File: src/rtl/slave_link_receiver_pkg.sv
// Shared types and defaults for the board-to-board serial link receiver.
// Packet types, FSM state encoding and default frame/timeout sizes.
package slave_link_receiver_pkg;

   typedef enum logic [1:0] {
      PKT_ACK       = 2'b00,
      PKT_READY     = 2'b01,
      PKT_GAME_LOST = 2'b10,
      PKT_DATA      = 2'b11
   } pkt_type_t;

   typedef enum logic [1:0] {
      ST_IDLE  = 2'b00,
      ST_RECV  = 2'b01,
      ST_CHECK = 2'b10
   } link_rx_state_t;

   localparam int LINK_DATA_BITS      = 8;
   localparam int LINK_TIMEOUT_CYCLES = 2000;

   // Every parity-good packet except an ACK has to be acknowledged back to the master.
   function automatic logic needs_ack(input pkt_type_t t);
      return t != PKT_ACK;
   endfunction

endpackage

File: src/rtl/slave_link_receiver_if.sv
// Serial pins from the master board plus the decoded-packet side seen by the sender FSM.
// The receiver uses the slave modport; whatever drives the pins uses the master modport.
interface slave_link_receiver_if
   import slave_link_receiver_pkg::*;
#(
   parameter int DATA_BITS = LINK_DATA_BITS
);

   logic                     serial_clk_in;
   logic                     serial_in_h;
   logic                     serial_in_0;
   logic                     serial_in_1;
   logic                     serial_in_2;
   logic                     serial_in_3;

   logic                     pkt_valid;
   pkt_type_t                pkt_type;
   logic                     pkt_seqNum;
   logic [4*DATA_BITS-1:0]   pkt_data;
   logic                     pkt_error;
   logic                     ack_req;
   logic                     ack_seqNum;
   logic [3:0]               packets_received_cnt;

   modport master (
      output serial_clk_in, serial_in_h, serial_in_0, serial_in_1, serial_in_2, serial_in_3,
      input  pkt_valid, pkt_type, pkt_seqNum, pkt_data, pkt_error,
      input  ack_req, ack_seqNum, packets_received_cnt
   );

   modport slave (
      input  serial_clk_in, serial_in_h, serial_in_0, serial_in_1, serial_in_2, serial_in_3,
      output pkt_valid, pkt_type, pkt_seqNum, pkt_data, pkt_error,
      output ack_req, ack_seqNum, packets_received_cnt
   );

endinterface

File: src/rtl/slave_link_receiver_sync.sv
// Brings the asynchronous serial clock and the five lanes into the clk domain and
// produces a single-cycle sclk_rise strobe; also generates the sync-released local reset.
module slave_link_receiver_sync (
   input  logic       clk,
   input  logic       rst_l,
   input  logic       serial_clk_in,
   input  logic [4:0] lanes_async,
   output logic       rst_sync_l,
   output logic [4:0] lanes_sync,
   output logic       sclk_rise
);

   logic       rst_meta;
   logic [5:0] sync1;
   logic [5:0] sync2;
   logic       sclk_d3;

   // Reset asserts asynchronously and releases on a clk edge.
   always_ff @(posedge clk or negedge rst_l) begin
      if (!rst_l) begin
         rst_meta   <= 1'b0;
         rst_sync_l <= 1'b0;
      end else begin
         rst_meta   <= 1'b1;
         rst_sync_l <= rst_meta;
      end
   end

   always_ff @(posedge clk or negedge rst_sync_l) begin
      if (!rst_sync_l) begin
         sync1   <= '0;
         sync2   <= '0;
         sclk_d3 <= 1'b0;
      end else begin
         sync1   <= {serial_clk_in, lanes_async};
         sync2   <= sync1;
         sclk_d3 <= sync2[5];
      end
   end

   assign lanes_sync = sync2[4:0];
   assign sclk_rise  = sync2[5] & ~sclk_d3;

endmodule

File: src/rtl/slave_link_receiver.sv
// Slave-side receiver of the 5-lane board-to-board link: deserializes frames, checks parity,
// filters retransmitted DATA frames by sequence bit and raises packet / ACK-request pulses.
//
//   state    | meaning
//   ---------+-----------------------------------------------------------------
//   ST_IDLE  | waiting for a serial-clock rise with the header lane high (start)
//   ST_RECV  | shifting DATA_BITS samples; timeout down-counter armed
//   ST_CHECK | one cycle while the decoded result pulses on the outputs
module slave_link_receiver
   import slave_link_receiver_pkg::*;
#(
   parameter int DATA_BITS      = LINK_DATA_BITS,
   parameter int TIMEOUT_CYCLES = LINK_TIMEOUT_CYCLES
) (
   input  logic                 clk,
   input  logic                 rst_l,
   slave_link_receiver_if.slave link
);

   localparam int BCW = $clog2(DATA_BITS);
   localparam int TCW = $clog2(TIMEOUT_CYCLES);
   localparam logic [BCW-1:0] BIT_LAST = BCW'(DATA_BITS - 1);
   localparam logic [TCW-1:0] TMO_LOAD = TCW'(TIMEOUT_CYCLES - 1);

   logic       rst_sync_l;
   logic [4:0] lanes_sync;
   logic       sclk_rise;

   slave_link_receiver_sync u_sync (
      .clk           (clk),
      .rst_l         (rst_l),
      .serial_clk_in (link.serial_clk_in),
      .lanes_async   ({link.serial_in_h, link.serial_in_3, link.serial_in_2,
                       link.serial_in_1, link.serial_in_0}),
      .rst_sync_l    (rst_sync_l),
      .lanes_sync    (lanes_sync),
      .sclk_rise     (sclk_rise)
   );

   link_rx_state_t            state, state_next;
   logic [BCW-1:0]            bit_cnt, bit_cnt_next;
   logic [TCW-1:0]            tmo_cnt, tmo_cnt_next;
   logic [DATA_BITS-1:0]      hdr_sr, hdr_sr_next, hdr_shift;
   logic [3:0][DATA_BITS-1:0] lane_sr, lane_sr_next, lane_shift;

   pkt_type_t                 frame_type;
   logic                      frame_seq;
   logic                      parity_ok;
   logic                      is_dup;

   logic                      pkt_valid_q, pkt_valid_next;
   logic                      pkt_error_q, pkt_error_next;
   logic                      ack_req_q, ack_req_next;
   logic                      ack_seq_q, ack_seq_next;
   pkt_type_t                 pkt_type_q, pkt_type_next;
   logic                      pkt_seq_q, pkt_seq_next;
   logic [4*DATA_BITS-1:0]    pkt_data_q, pkt_data_next;
   logic [3:0]                pkt_cnt_q, pkt_cnt_next;
   logic                      prior_seq_q, prior_seq_next;

   // Decode is done on the shift value that includes the bit sampled this cycle, so the
   // result is registered on the same edge that moves the FSM into ST_CHECK.
   always_comb begin
      hdr_shift = {hdr_sr[DATA_BITS-2:0], lanes_sync[4]};
      for (int k = 0; k < 4; k++) begin
         lane_shift[k] = {lane_sr[k][DATA_BITS-2:0], lanes_sync[k]};
      end
      frame_type = pkt_type_t'(hdr_shift[DATA_BITS-1 -: 2]);
      frame_seq  = hdr_shift[DATA_BITS-3];
      parity_ok  = ~(^{hdr_shift, lane_shift});
   end

   always_comb begin
      state_next     = state;
      bit_cnt_next   = bit_cnt;
      tmo_cnt_next   = tmo_cnt;
      hdr_sr_next    = hdr_sr;
      lane_sr_next   = lane_sr;
      pkt_valid_next = 1'b0;
      pkt_error_next = 1'b0;
      ack_req_next   = 1'b0;
      ack_seq_next   = ack_seq_q;
      pkt_type_next  = pkt_type_q;
      pkt_seq_next   = pkt_seq_q;
      pkt_data_next  = pkt_data_q;
      prior_seq_next = prior_seq_q;
      is_dup         = 1'b0;

      unique case (state)
         ST_IDLE: begin
            if (sclk_rise && lanes_sync[4]) begin
               state_next   = ST_RECV;
               bit_cnt_next = '0;
               tmo_cnt_next = TMO_LOAD;
            end
         end
         ST_RECV: begin
            if (sclk_rise) begin
               hdr_sr_next  = hdr_shift;
               lane_sr_next = lane_shift;
               tmo_cnt_next = TMO_LOAD;
               bit_cnt_next = bit_cnt + BCW'(1);
               if (bit_cnt == BIT_LAST) begin
                  state_next = ST_CHECK;
                  if (!parity_ok) begin
                     pkt_error_next = 1'b1;
                  end else begin
                     is_dup = (frame_type == PKT_DATA) && (frame_seq == prior_seq_q);
                     if (needs_ack(frame_type)) begin
                        ack_req_next = 1'b1;
                        ack_seq_next = frame_seq;
                     end
                     if (!is_dup) begin
                        pkt_valid_next = 1'b1;
                        pkt_type_next  = frame_type;
                        pkt_seq_next   = frame_seq;
                        pkt_data_next  = lane_shift;
                     end
                     if (frame_type == PKT_DATA) begin
                        prior_seq_next = frame_seq;
                     end
                  end
               end
            end else if (tmo_cnt == '0) begin
               pkt_error_next = 1'b1;
               state_next     = ST_IDLE;
            end else begin
               tmo_cnt_next = tmo_cnt - TCW'(1);
            end
         end
         ST_CHECK: begin
            state_next = ST_IDLE;
         end
         default: begin
            state_next = ST_IDLE;
         end
      endcase

      pkt_cnt_next = pkt_cnt_q + {3'b000, pkt_valid_next};
   end

   always_ff @(posedge clk or negedge rst_sync_l) begin
      if (!rst_sync_l) begin
         state       <= ST_IDLE;
         bit_cnt     <= '0;
         tmo_cnt     <= '0;
         hdr_sr      <= '0;
         lane_sr     <= '0;
         pkt_valid_q <= 1'b0;
         pkt_error_q <= 1'b0;
         ack_req_q   <= 1'b0;
         ack_seq_q   <= 1'b0;
         pkt_type_q  <= PKT_ACK;
         pkt_seq_q   <= 1'b0;
         pkt_data_q  <= '0;
         pkt_cnt_q   <= '0;
         prior_seq_q <= 1'b1;
      end else begin
         state       <= state_next;
         bit_cnt     <= bit_cnt_next;
         tmo_cnt     <= tmo_cnt_next;
         hdr_sr      <= hdr_sr_next;
         lane_sr     <= lane_sr_next;
         pkt_valid_q <= pkt_valid_next;
         pkt_error_q <= pkt_error_next;
         ack_req_q   <= ack_req_next;
         ack_seq_q   <= ack_seq_next;
         pkt_type_q  <= pkt_type_next;
         pkt_seq_q   <= pkt_seq_next;
         pkt_data_q  <= pkt_data_next;
         pkt_cnt_q   <= pkt_cnt_next;
         prior_seq_q <= prior_seq_next;
      end
   end

   assign link.pkt_valid            = pkt_valid_q;
   assign link.pkt_error            = pkt_error_q;
   assign link.ack_req              = ack_req_q;
   assign link.ack_seqNum           = ack_seq_q;
   assign link.pkt_type             = pkt_type_q;
   assign link.pkt_seqNum           = pkt_seq_q;
   assign link.pkt_data             = pkt_data_q;
   assign link.packets_received_cnt = pkt_cnt_q;

endmodule

File: src/flat_wrapper.sv
// flat-port wrapper written by rule: the top's interface ports become plain ports
module slave_link_receiver_flat import slave_link_receiver_pkg::*;
#(
   parameter int DATA_BITS      = LINK_DATA_BITS,
   parameter int TIMEOUT_CYCLES = LINK_TIMEOUT_CYCLES
)
  (clk, rst_l, link_serial_clk_in, link_serial_in_h, link_serial_in_0, link_serial_in_1, link_serial_in_2, link_serial_in_3, link_pkt_valid, link_pkt_type, link_pkt_seqNum, link_pkt_data, link_pkt_error, link_ack_req, link_ack_seqNum, link_packets_received_cnt);
  slave_link_receiver_if #(.DATA_BITS(DATA_BITS)) link_i ();
  input  logic clk;
  input  logic rst_l;
  input wire logic [$bits(link_i.serial_clk_in)-1:0] link_serial_clk_in;
  input wire logic [$bits(link_i.serial_in_h)-1:0] link_serial_in_h;
  input wire logic [$bits(link_i.serial_in_0)-1:0] link_serial_in_0;
  input wire logic [$bits(link_i.serial_in_1)-1:0] link_serial_in_1;
  input wire logic [$bits(link_i.serial_in_2)-1:0] link_serial_in_2;
  input wire logic [$bits(link_i.serial_in_3)-1:0] link_serial_in_3;
  output wire logic [$bits(link_i.pkt_valid)-1:0] link_pkt_valid;
  output wire logic [$bits(link_i.pkt_type)-1:0] link_pkt_type;
  output wire logic [$bits(link_i.pkt_seqNum)-1:0] link_pkt_seqNum;
  output wire logic [$bits(link_i.pkt_data)-1:0] link_pkt_data;
  output wire logic [$bits(link_i.pkt_error)-1:0] link_pkt_error;
  output wire logic [$bits(link_i.ack_req)-1:0] link_ack_req;
  output wire logic [$bits(link_i.ack_seqNum)-1:0] link_ack_seqNum;
  output wire logic [$bits(link_i.packets_received_cnt)-1:0] link_packets_received_cnt;
  assign link_i.serial_clk_in = link_serial_clk_in;
  assign link_i.serial_in_h = link_serial_in_h;
  assign link_i.serial_in_0 = link_serial_in_0;
  assign link_i.serial_in_1 = link_serial_in_1;
  assign link_i.serial_in_2 = link_serial_in_2;
  assign link_i.serial_in_3 = link_serial_in_3;
  assign link_pkt_valid = link_i.pkt_valid;
  assign link_pkt_type = link_i.pkt_type;
  assign link_pkt_seqNum = link_i.pkt_seqNum;
  assign link_pkt_data = link_i.pkt_data;
  assign link_pkt_error = link_i.pkt_error;
  assign link_ack_req = link_i.ack_req;
  assign link_ack_seqNum = link_i.ack_seqNum;
  assign link_packets_received_cnt = link_i.packets_received_cnt;
  slave_link_receiver #(.DATA_BITS(DATA_BITS), .TIMEOUT_CYCLES(TIMEOUT_CYCLES)) u_core (.clk(clk), .rst_l(rst_l), .link(link_i));
endmodule
File: config.mk
export PLATFORM = sky130hd
export DESIGN_NAME = slave_link_receiver_flat
export DESIGN_NICKNAME = d
export VERILOG_FILES = /design/src/rtl/slave_link_receiver_pkg.sv /design/src/rtl/slave_link_receiver_if.sv /design/src/rtl/slave_link_receiver_sync.sv /design/src/rtl/slave_link_receiver.sv /design/src/flat_wrapper.sv
export SDC_FILE = /design/constraint.sdc
export NUM_CORES = 1
export LEC_CHECK = 0
export CAP_MARGIN = 20
export CORE_MARGIN = 2
export CORE_UTILIZATION = 40
export CTS_CLUSTER_DIAMETER = 30
export CTS_CLUSTER_SIZE = 28
export DETAILED_ROUTE_END_ITERATION = 12
export PLACE_DENSITY_LB_ADDON = 0.2
export SLEW_MARGIN = 20
export SYNTH_ARGS = -nofsm -noshare
export SYNTH_HDL_FRONTEND = slang
export SYNTH_HIERARCHICAL = 1
export SYNTH_SLANG_ARGS = --single-unit
File: constraint.sdc
create_clock -name clk -period 4.1 [get_ports clk]
set_clock_uncertainty 0.1 [all_clocks]
set_input_delay 1.025 -clock clk [delete_from_list [all_inputs] [get_ports clk]]
set_output_delay 1.025 -clock clk [all_outputs]
set_load 0.005 [all_outputs]
==> results of run 1 <==
cell type report:
cell class | count | area, sq um
clock buffer | 10 | 239.0
clock inverter | 6 | 67.56
fill | 1016 | 5739
inverter | 7 | 26.28
multi-input combinational | 193 | 1734
sequential | 110 | 2758
tap | 143 | 178.9
timing repair buffer | 57 | 578.1
state kept, by name, summed over array words and instances (netlist names), 2 cells and up:
signal and cells:
u_core/link.packets_received_cnt 4, u_core/u_sync/sync1 6, u_core/lane_shift 28, u_core/link.pkt_type 2, u_core/link.pkt_data 32, u_core/tmo_cnt 11, u_core/state 2, u_core/u_sync/sync2 6
u_core/hdr_sr 7, u_core/bit_cnt 3
power by group through the flow:
stage / clock [mW] / sequential [mW] / combinational [mW]
2_1_floorplan: 0 / 1.68 / 1.78
3_3_place_gp: 0 / 1.76 / 2.29
3_5_place_dp: 0 / 1.78 / 2.32
4_1_cts: 0.921 / 1.76 / 2.34
5_1_grt: 0.962 / 1.80 / 2.51
6_report: 0.887 / 1.74 / 2.31
layout by cell type (no fill, tap or decap), types with 5 or more instances in the layout:
master and instances:
sky130_fd_sc_hd__mux2_1 13, sky130_fd_sc_hd__xnor2_1 32, sky130_fd_sc_hd__nand2_1 22, sky130_fd_sc_hd__ha_1 7, sky130_fd_sc_hd__dfrtp_1 108, sky130_fd_sc_hd__mux2_2 58
sky130_fd_sc_hd__clkdlybuf4s50_1 50, sky130_fd_sc_hd__o21ai_0 7, sky130_fd_sc_hd__nor2_1 5, sky130_fd_sc_hd__clkbuf_16 9, sky130_fd_sc_hd__inv_1 7, sky130_fd_sc_hd__xor2_1 8
cell families after synthesis:
| family | count (synthesis) | share of synthesized area |
|---|---|---|
| and+or+nand+nor | 50 | 0.05592 |
| xor gates and xnor gates | 44 | 0.09582 |
| AOI/OAI and AO/OA | 17 | 0.02199 |
| other | 1 | 0.0008136 |
| buffers and inverters | 21 | 0.02633 |
| adders and majority gates | 7 | 0.01900 |
| muxes | 74 | 0.1827 |
| DFF | 110 | 0.5975 |
critical path, stage by stage (launching register included):
cell	delay [ns]
sky130_fd_sc_hd__dfrtp_1	0.41
sky130_fd_sc_hd__inv_1	0.08
sky130_fd_sc_hd__ha_1	0.30
sky130_fd_sc_hd__xnor2_1	0.20
sky130_fd_sc_hd__xnor2_1	0.17
sky130_fd_sc_hd__xnor2_1	0.15
sky130_fd_sc_hd__xnor3_2	0.52
sky130_fd_sc_hd__mux2i_4	0.59
sky130_fd_sc_hd__buf_4	0.31
sky130_fd_sc_hd__mux2_2	0.35
worst min-delay path by stage:
stage                                   startpoint                       end  slack (ns)  cells past startpoint
after floorplan             u_core/u_sync/rst_meta  u_core/u_sync/rst_sync_l        0.23                      0
after global placement      u_core/u_sync/sync1[5]    u_core/u_sync/sync2[5]        0.23                      0
after detailed placement    u_core/u_sync/rst_meta  u_core/u_sync/rst_sync_l        0.23                      0
after CTS                   u_core/u_sync/rst_meta  u_core/u_sync/rst_sync_l        0.25                      0
after global routing        u_core/u_sync/sync1[3]    u_core/u_sync/sync2[3]        0.26                      0
final                     u_core/u_sync/rst_sync_l     u_core/lane_shift[27]        0.22                      0
per-layer routing:
| layer | part of all wire | routed length [um] |
|---|---|---|
| met1 | 0.47 | 3623 |
| met2 | 0.48 | 3673 |
| met3 | 0.041 | 318 |
| met4 | 0.0091 | 70 |
| met5 | 0 | 0 |
per-stage QoR:
step	cells	cell area, sq um	utilization
final	526	5582	0.4930
after global routing	526	5582	0.4930
after CTS	524	5554	0.4906
after detailed placement	508	5248	0.4635
after global placement	508	5248	0.4635
after floorplan	324	4609	-
==> run summary, run 1 <==
==============================================================================
Shortest period the worst path allows                                 3.266 ns
Number of enable flip-flop cells after synthesis                             0
R2r worst-path depth                                                         9
Final antenna diode count                                                    0
Detail-routed net length per standard cell                            14.61 um
Proportion of total power due to net switching                          0.3265
Final worst hold slack                                               0.2246 ns
Power density cells                                               883.7 mW/mm^2
Residual DRC                                                                 0
Total track usage                                                       0.1342
Pin count of the biggest net entering global routing                        84
Most frequent cell after synthesis                                sky130_fd_sc_hd__dfrtp_1
Post-synthesis instance area                                      0.004609 sq mm
Floorplan die width                                                   111.3 um
Period Utilization, post-route                                          0.7966
Overall overflow remaining after global route                                0
Row Count                                                                   39
Met1 track utilization from global routing                              0.1857
VDD IR-drop max                                                      0.6671 mV
Clock H-tree levels                                                          3
Initial antenna violation count                                              0
Path category of the worst min-delay check                        register to async pin
Buffers inserted by post-CTS timing repair                                   0
# port buffers                                                              50
Routed wire length                                                    7.685 mm
Nets in the synthesized netlist                                            339
Starting Density                                                        0.4072
Count of warnings emitted by yosys                                           6
Leakage component of the power                                        2.474 nW
Part of the power in combinational logic                                 0.468
Summed negative setup slack over all endpoints                            0 ns
Sequential group share of total power                                    0.352
Routing usage on met2                                                   0.2024
Synth area leader                                                 sky130_fd_sc_hd__dfrtp_1
CTS Root Buffer Type                                              sky130_fd_sc_hd__clkbuf_16
Setup violation total in the final timing report                             0
CP startpoint kind                                                    register
GRT Max-Usage Layer                                                       met2
Area growth from synthesis to layout                                    21.09%
Top cells by area in the synthesized netlist                      sky130_fd_sc_hd__dfrtp_1 59%, sky130_fd_sc_hd__mux2_2 14%, sky130_fd_sc_hd__xnor2_1 6.1%
Number of sinks driven by the clock tree                                   110
Arrival time worst endpoint                                            3.40 ns
Worst setup path startpoint                                       u_core/hdr_sr[5]
Cell Int Power                                                        3.322 mW
Total count of hold-check failures in the final report                       0
Nets                                                                       393
Global-route wire length before repair                                13.27 mm
Resized cells post-CTS                                                       0
Tot Pwr                                                               4.933 mW
Number of hold buffers added after CTS                                       0
Startpoint-to-endpoint class of the critical path                 register to register
Final number of max-transition violations                                    0
Worst Setup Slack post-DPL                                           0.8006 ns
Post-Syn Area per Cell                                             14.23 sq um
Placer Congestion                                                       0.6750
Critical path fanouts, max                                                  16
Share of power burned in the clock network                               0.180
CTS tree                                                                 built
Slew of the pin with the lowest slew margin                          0.6670 ns
Worst-case clock buffer depth                                                2
HPWL after detailed placement                                         5.123 mm
Count of TritonRoute iterations in the first routing pass                    4
Vias per inst                                                            4.804
Capture point of the worst path                                   u_core/link.pkt_data[31]
Synth top area share                                                    0.5917
TritonCTS buffer count                                                       9
Reg2reg end                                                       u_core/link.pkt_data[31]
DR iter-0 viols                                                             81
Fmax                                                                 306.2 MHz
Result of the run                                                    completed
Beginning of the worst register-to-register path                  u_core/hdr_sr[5]
Setup crit end kind                                                   register
I/O pin count                                                               51
Met3 usage                                                             0.04954
Post-synth ARST share                                                    1.000
Worst Setup Slack, final                                             0.8339 ns
MaxCap Viol Count                                                            0
Proportion of synthesized chip area in sequential cells                 0.5974
Die area                                                          0.01240 sq mm
Overall via count from detail_route                                       2527
Die height                                                            111.3 um
Insertion delay of the later-clocked pin in the worst-skew pair        0.34 ns
Clock transition at path regs                                          0.07 ns
Number of global-route vias before repair                                 2642
Dominant register cell in the synthesized netlist                 sky130_fd_sc_hd__dfrtp_1
Layout cells sized above 1                                              0.2272
Synthesized instance count                                                 324
Distinct cell type count of the synthesized netlist                         40
R2R Setup Slk                                                          0.83 ns
Data required time at the worst endpoint                               4.23 ns
Core Footprint                                                    0.01132 sq mm
Switching power total                                                 1.610 mW
Worst slew margin relative to its limit                                 0.5458
Most instantiated cells after synthesis                           109 x sky130_fd_sc_hd__dfrtp_1, 58 x sky130_fd_sc_hd__mux2_2, 32 x sky130_fd_sc_hd__xnor2_1
Number of nets with antenna violations after routing                         0
FF+latch count, synth                                                      110
Unrepaired setup endpoints after global routing                             no
==============================================================================
No activity file was read; power rests on OpenSTA's default activity.
==> run 2: changes to the inputs <==
==> constraint.sdc (replaced) <==
create_clock -name clk -period 2.7 [get_ports clk]
set_clock_uncertainty 0.1 [all_clocks]
set_input_delay 0.675 -clock clk [delete_from_list [all_inputs] [get_ports clk]]
set_output_delay 0.675 -clock clk [all_outputs]
set_load 0.005 [all_outputs]
==> run 2 against run 1 <==
Compared with the run above:
- routed wire length is essentially flat
- sequential power is 51% higher
- die area is the same
- via count is 1.2% higher
- cell count up 1.5%
- non-clock buffer count rose by 8
- sequential share of layout area is 0.73 points lower
- highest routed layer unchanged
==> run summary, run 2 (same netlist as run 1, synthesis figures left out) <==
==================================================================================
TritonCTS buffer count                                                           9   unchanged
MaxCap Viol Count                                                                0   unchanged
Post-layout instance count excluding filler cells                              534   was 526
Start point of the worst min-delay path                               u_core/u_sync/sync1[1]
Path category of the worst min-delay check                            register to register   was register to async pin
Switching power total                                                     2.494 mW   was 1.610 mW
Pin count of the biggest net entering global routing                            57   was 84
Shortest period the worst path allows                                     2.631 ns   was 3.266 ns
Min-Delay Endpoint                                                    u_core/u_sync/sync2[1]
Summed negative setup slack over all endpoints                                0 ns   unchanged
Worst hold path stage count                                                      0
Vias per inst                                                                4.790   was 4.804
Number of global-route vias before repair                                     2645   was 2642
# port buffers                                                                  50   unchanged
Insertion delay of the later-clocked pin in the worst-skew pair            0.34 ns   about the same
Cell Int Power                                                            5.450 mW   was 3.322 mW
Core Footprint                                                        0.01132 sq mm   unchanged
Proportion of total power due to net switching                              0.3139   was 0.3265
Slew of the pin with the lowest slew margin                              0.7348 ns   was 0.6670 ns
Nets                                                                           401   was 393
VDD IR-drop max                                                           1.054 mV   was 0.6671 mV
Floorplan die width                                                       111.3 um   unchanged
HPWL after detailed placement                                             5.077 mm   was 5.123 mm
Global-route wire length before repair                                    13.06 mm   was 13.27 mm
Die area                                                              0.01240 sq mm   unchanged
Final number of max-transition violations                                        0   unchanged
Leakage component of the power                                            2.508 nW   was 2.474 nW
Worst-case clock buffer depth                                                    2   unchanged
Final antenna diode count                                                        0   unchanged
Initial antenna violation count                                                  0   unchanged
Power density cells                                                   1402 mW/mm^2   was 883.7 mW/mm^2
Startpoint-to-endpoint class of the critical path                     register to register   unchanged
Number of sinks driven by the clock tree                                       110   unchanged
CTS tree                                                                     built   unchanged
Total track usage                                                           0.1296   was 0.1342
CP startpoint kind                                                        register   unchanged
Fmax                                                                     380.1 MHz   was 306.2 MHz
DR iter-0 viols                                                                 63   was 81
Part of the power in combinational logic                                     0.520   was 0.468
Residual DRC                                                                     0   unchanged
Worst slew margin relative to its limit                                     0.5102   was 0.5458
Share of power burned in the clock network                                   0.149   was 0.180
Placer Congestion                                                           0.7476   was 0.6750
Arrival time worst endpoint                                                2.75 ns   was 3.40 ns
Row Count                                                                       39   unchanged
Post-Place Cells                                                               514   was 508
Sequential group share of total power                                        0.331   was 0.352
Detail-routed net length per standard cell                                14.39 um   was 14.61 um
Beginning of the worst register-to-register path                      u_core/hdr_sr[6]   was u_core/hdr_sr[5]
Number of hold buffers added after CTS                                           0   unchanged
R2r worst-path depth                                                            11   was 9
I/O pin count                                                                   51   unchanged
CTS Root Buffer Type                                                  sky130_fd_sc_hd__clkbuf_16   unchanged
Clock transition at path regs                                              0.07 ns   about the same
Starting Density                                                            0.4072   unchanged
Highest-count cells in the layout ignoring fill and taps              108 x sky130_fd_sc_hd__dfrtp_1, 58 x sky130_fd_sc_hd__mux2_2, 50 x sky130_fd_sc_hd__clkdlybuf4s50_1   unchanged
Reg2reg end                                                           u_core/link.packets_received_cnt[2]   was u_core/link.pkt_data[31]
Filler cells                                                                  1005   was 1016
Die height                                                                111.3 um   unchanged
Critical path fanouts, max                                                       4   was 16
R2R Setup Slk                                                              0.07 ns   was 0.83 ns
Commonest non-fill, non-tap cell in the layout                        sky130_fd_sc_hd__dfrtp_1   unchanged
Overall overflow remaining after global route                                    0   unchanged
Data required time at the worst endpoint                                   2.82 ns   was 4.23 ns
Period Utilization, post-route                                              0.9743   was 0.7966
Total count of hold-check failures in the final report                           0   unchanged
Count of TritonRoute iterations in the first routing pass                        4   unchanged
Area growth from synthesis to layout                                        22.91%   was 21.09%
Post-route cell area                                                  0.005665 sq mm   was 0.005582 sq mm
Routed wire length                                                        7.684 mm   was 7.685 mm
Setup crit end kind                                                       register   unchanged
Overall via count from detail_route                                           2558   was 2527
Cell area reported after detailed placement                           0.005318 sq mm   was 0.005248 sq mm
Flip-flop count of the largest register, all copies and words added             32   unchanged
Layout cells sized above 1                                                  0.2481   was 0.2272
Result of the run                                                        completed   unchanged
Clock H-tree levels                                                              3   unchanged
Number of nets with antenna violations after routing                             0   unchanged
Setup violation total in the final timing report                                 0   unchanged
==================================================================================
-- run 2: cell count changes in the layout (fill, tap and decap cells not counted), sizes merged --
| cell | previous run | this run |
|---|---|---|
| clkinvlp | 1 | 2 |
| buf | 6 | 14 |
| clkinv | 2 | 4 |
| bufinv | 1 | 0 |
| inv | 9 | 7 |
-- run 2: layout make-up --
cell class / instances / area [sq um] / area share
sequential: 110 / 2758 / 0.4867
multi-input combinational: 193 / 1754 / 0.3096
timing repair buffer: 65 / 680.7 / 0.1201
clock buffer: 10 / 229.0 / 0.04042
tap: 143 / 178.9 / 0.03158
clock inverter: 6 / 38.79 / 0.006846
inverter: 7 / 26.28 / 0.004638
-- run 2: layer usage --
metal	routed length, um	GRT usage
met3	215	0.02232
met4	93	0.05432
met1	3817	0.1864
met5	0	0
met2	3557	0.1963
-- run 2: worst max-delay path, cell delays in order (launching register included) --
cell and delay, ns:
sky130_fd_sc_hd__dfrtp_1 0.40, sky130_fd_sc_hd__inv_1 0.12, sky130_fd_sc_hd__ha_4 0.22, sky130_fd_sc_hd__xnor2_2 0.16, sky130_fd_sc_hd__xnor2_1 0.15, sky130_fd_sc_hd__xnor2_1 0.15
sky130_fd_sc_hd__xnor3_2 0.32, sky130_fd_sc_hd__mux2i_4 0.21, sky130_fd_sc_hd__buf_12 0.14, sky130_fd_sc_hd__ha_1 0.21, sky130_fd_sc_hd__ha_1 0.20, sky130_fd_sc_hd__xor2_1 0.14
-- run 2: how the worst max path moves through the flow --
stage | from | end | slack (ns) | cells past startpoint
after floorplan | u_core/hdr_sr[5] | u_core/link.packets_received_cnt[2] | 0.04 | 11
after global placement | u_core/hdr_sr[5] | u_core/link.pkt_data[26] | 0.13 | 9
after detailed placement | u_core/hdr_sr[5] | u_core/link.pkt_data[20] | 0.07 | 9
after CTS | u_core/hdr_sr[5] | u_core/link.pkt_type[0] | 0.05 | 9
after global routing | u_core/hdr_sr[6] | u_core/link.packets_received_cnt[2] | -0.003 | 11
final | u_core/hdr_sr[6] | u_core/link.packets_received_cnt[2] | 0.07 | 11
-- run 2: repair_timing --
action	4_1_cts	5_1_grt
buffers inserted	0	3
setup endpoints to repair	0	36
resized for setup	0	3
-- run 2: per-stage QoR --
stage | power (mW) | util | hold WS (ns) | setup slack (ns)
5_1_grt | 8.472 | 0.5004 | 0.2559 | -0.002889
2_1_floorplan | 5.184 | - | 0.2311 | 0.04323
3_3_place_gp | 6.532 | 0.4697 | 0.2324 | 0.1337
4_1_cts | 7.787 | 0.4934 | 0.2512 | 0.05432
3_5_place_dp | 6.542 | 0.4697 | 0.2362 | 0.07119
6_report | 7.943 | 0.5004 | 0.2485 | 0.06929
-- run 2: power by group through the flow --
stage	clock, mW	combinational (mW)	sequential, mW
finish	1.19	4.13	2.63
CTS	1.23	3.91	2.64
detailed placement	0	3.87	2.67
global placement	0	3.87	2.66
global route	1.30	4.45	2.73
floorplan	0	2.64	2.54
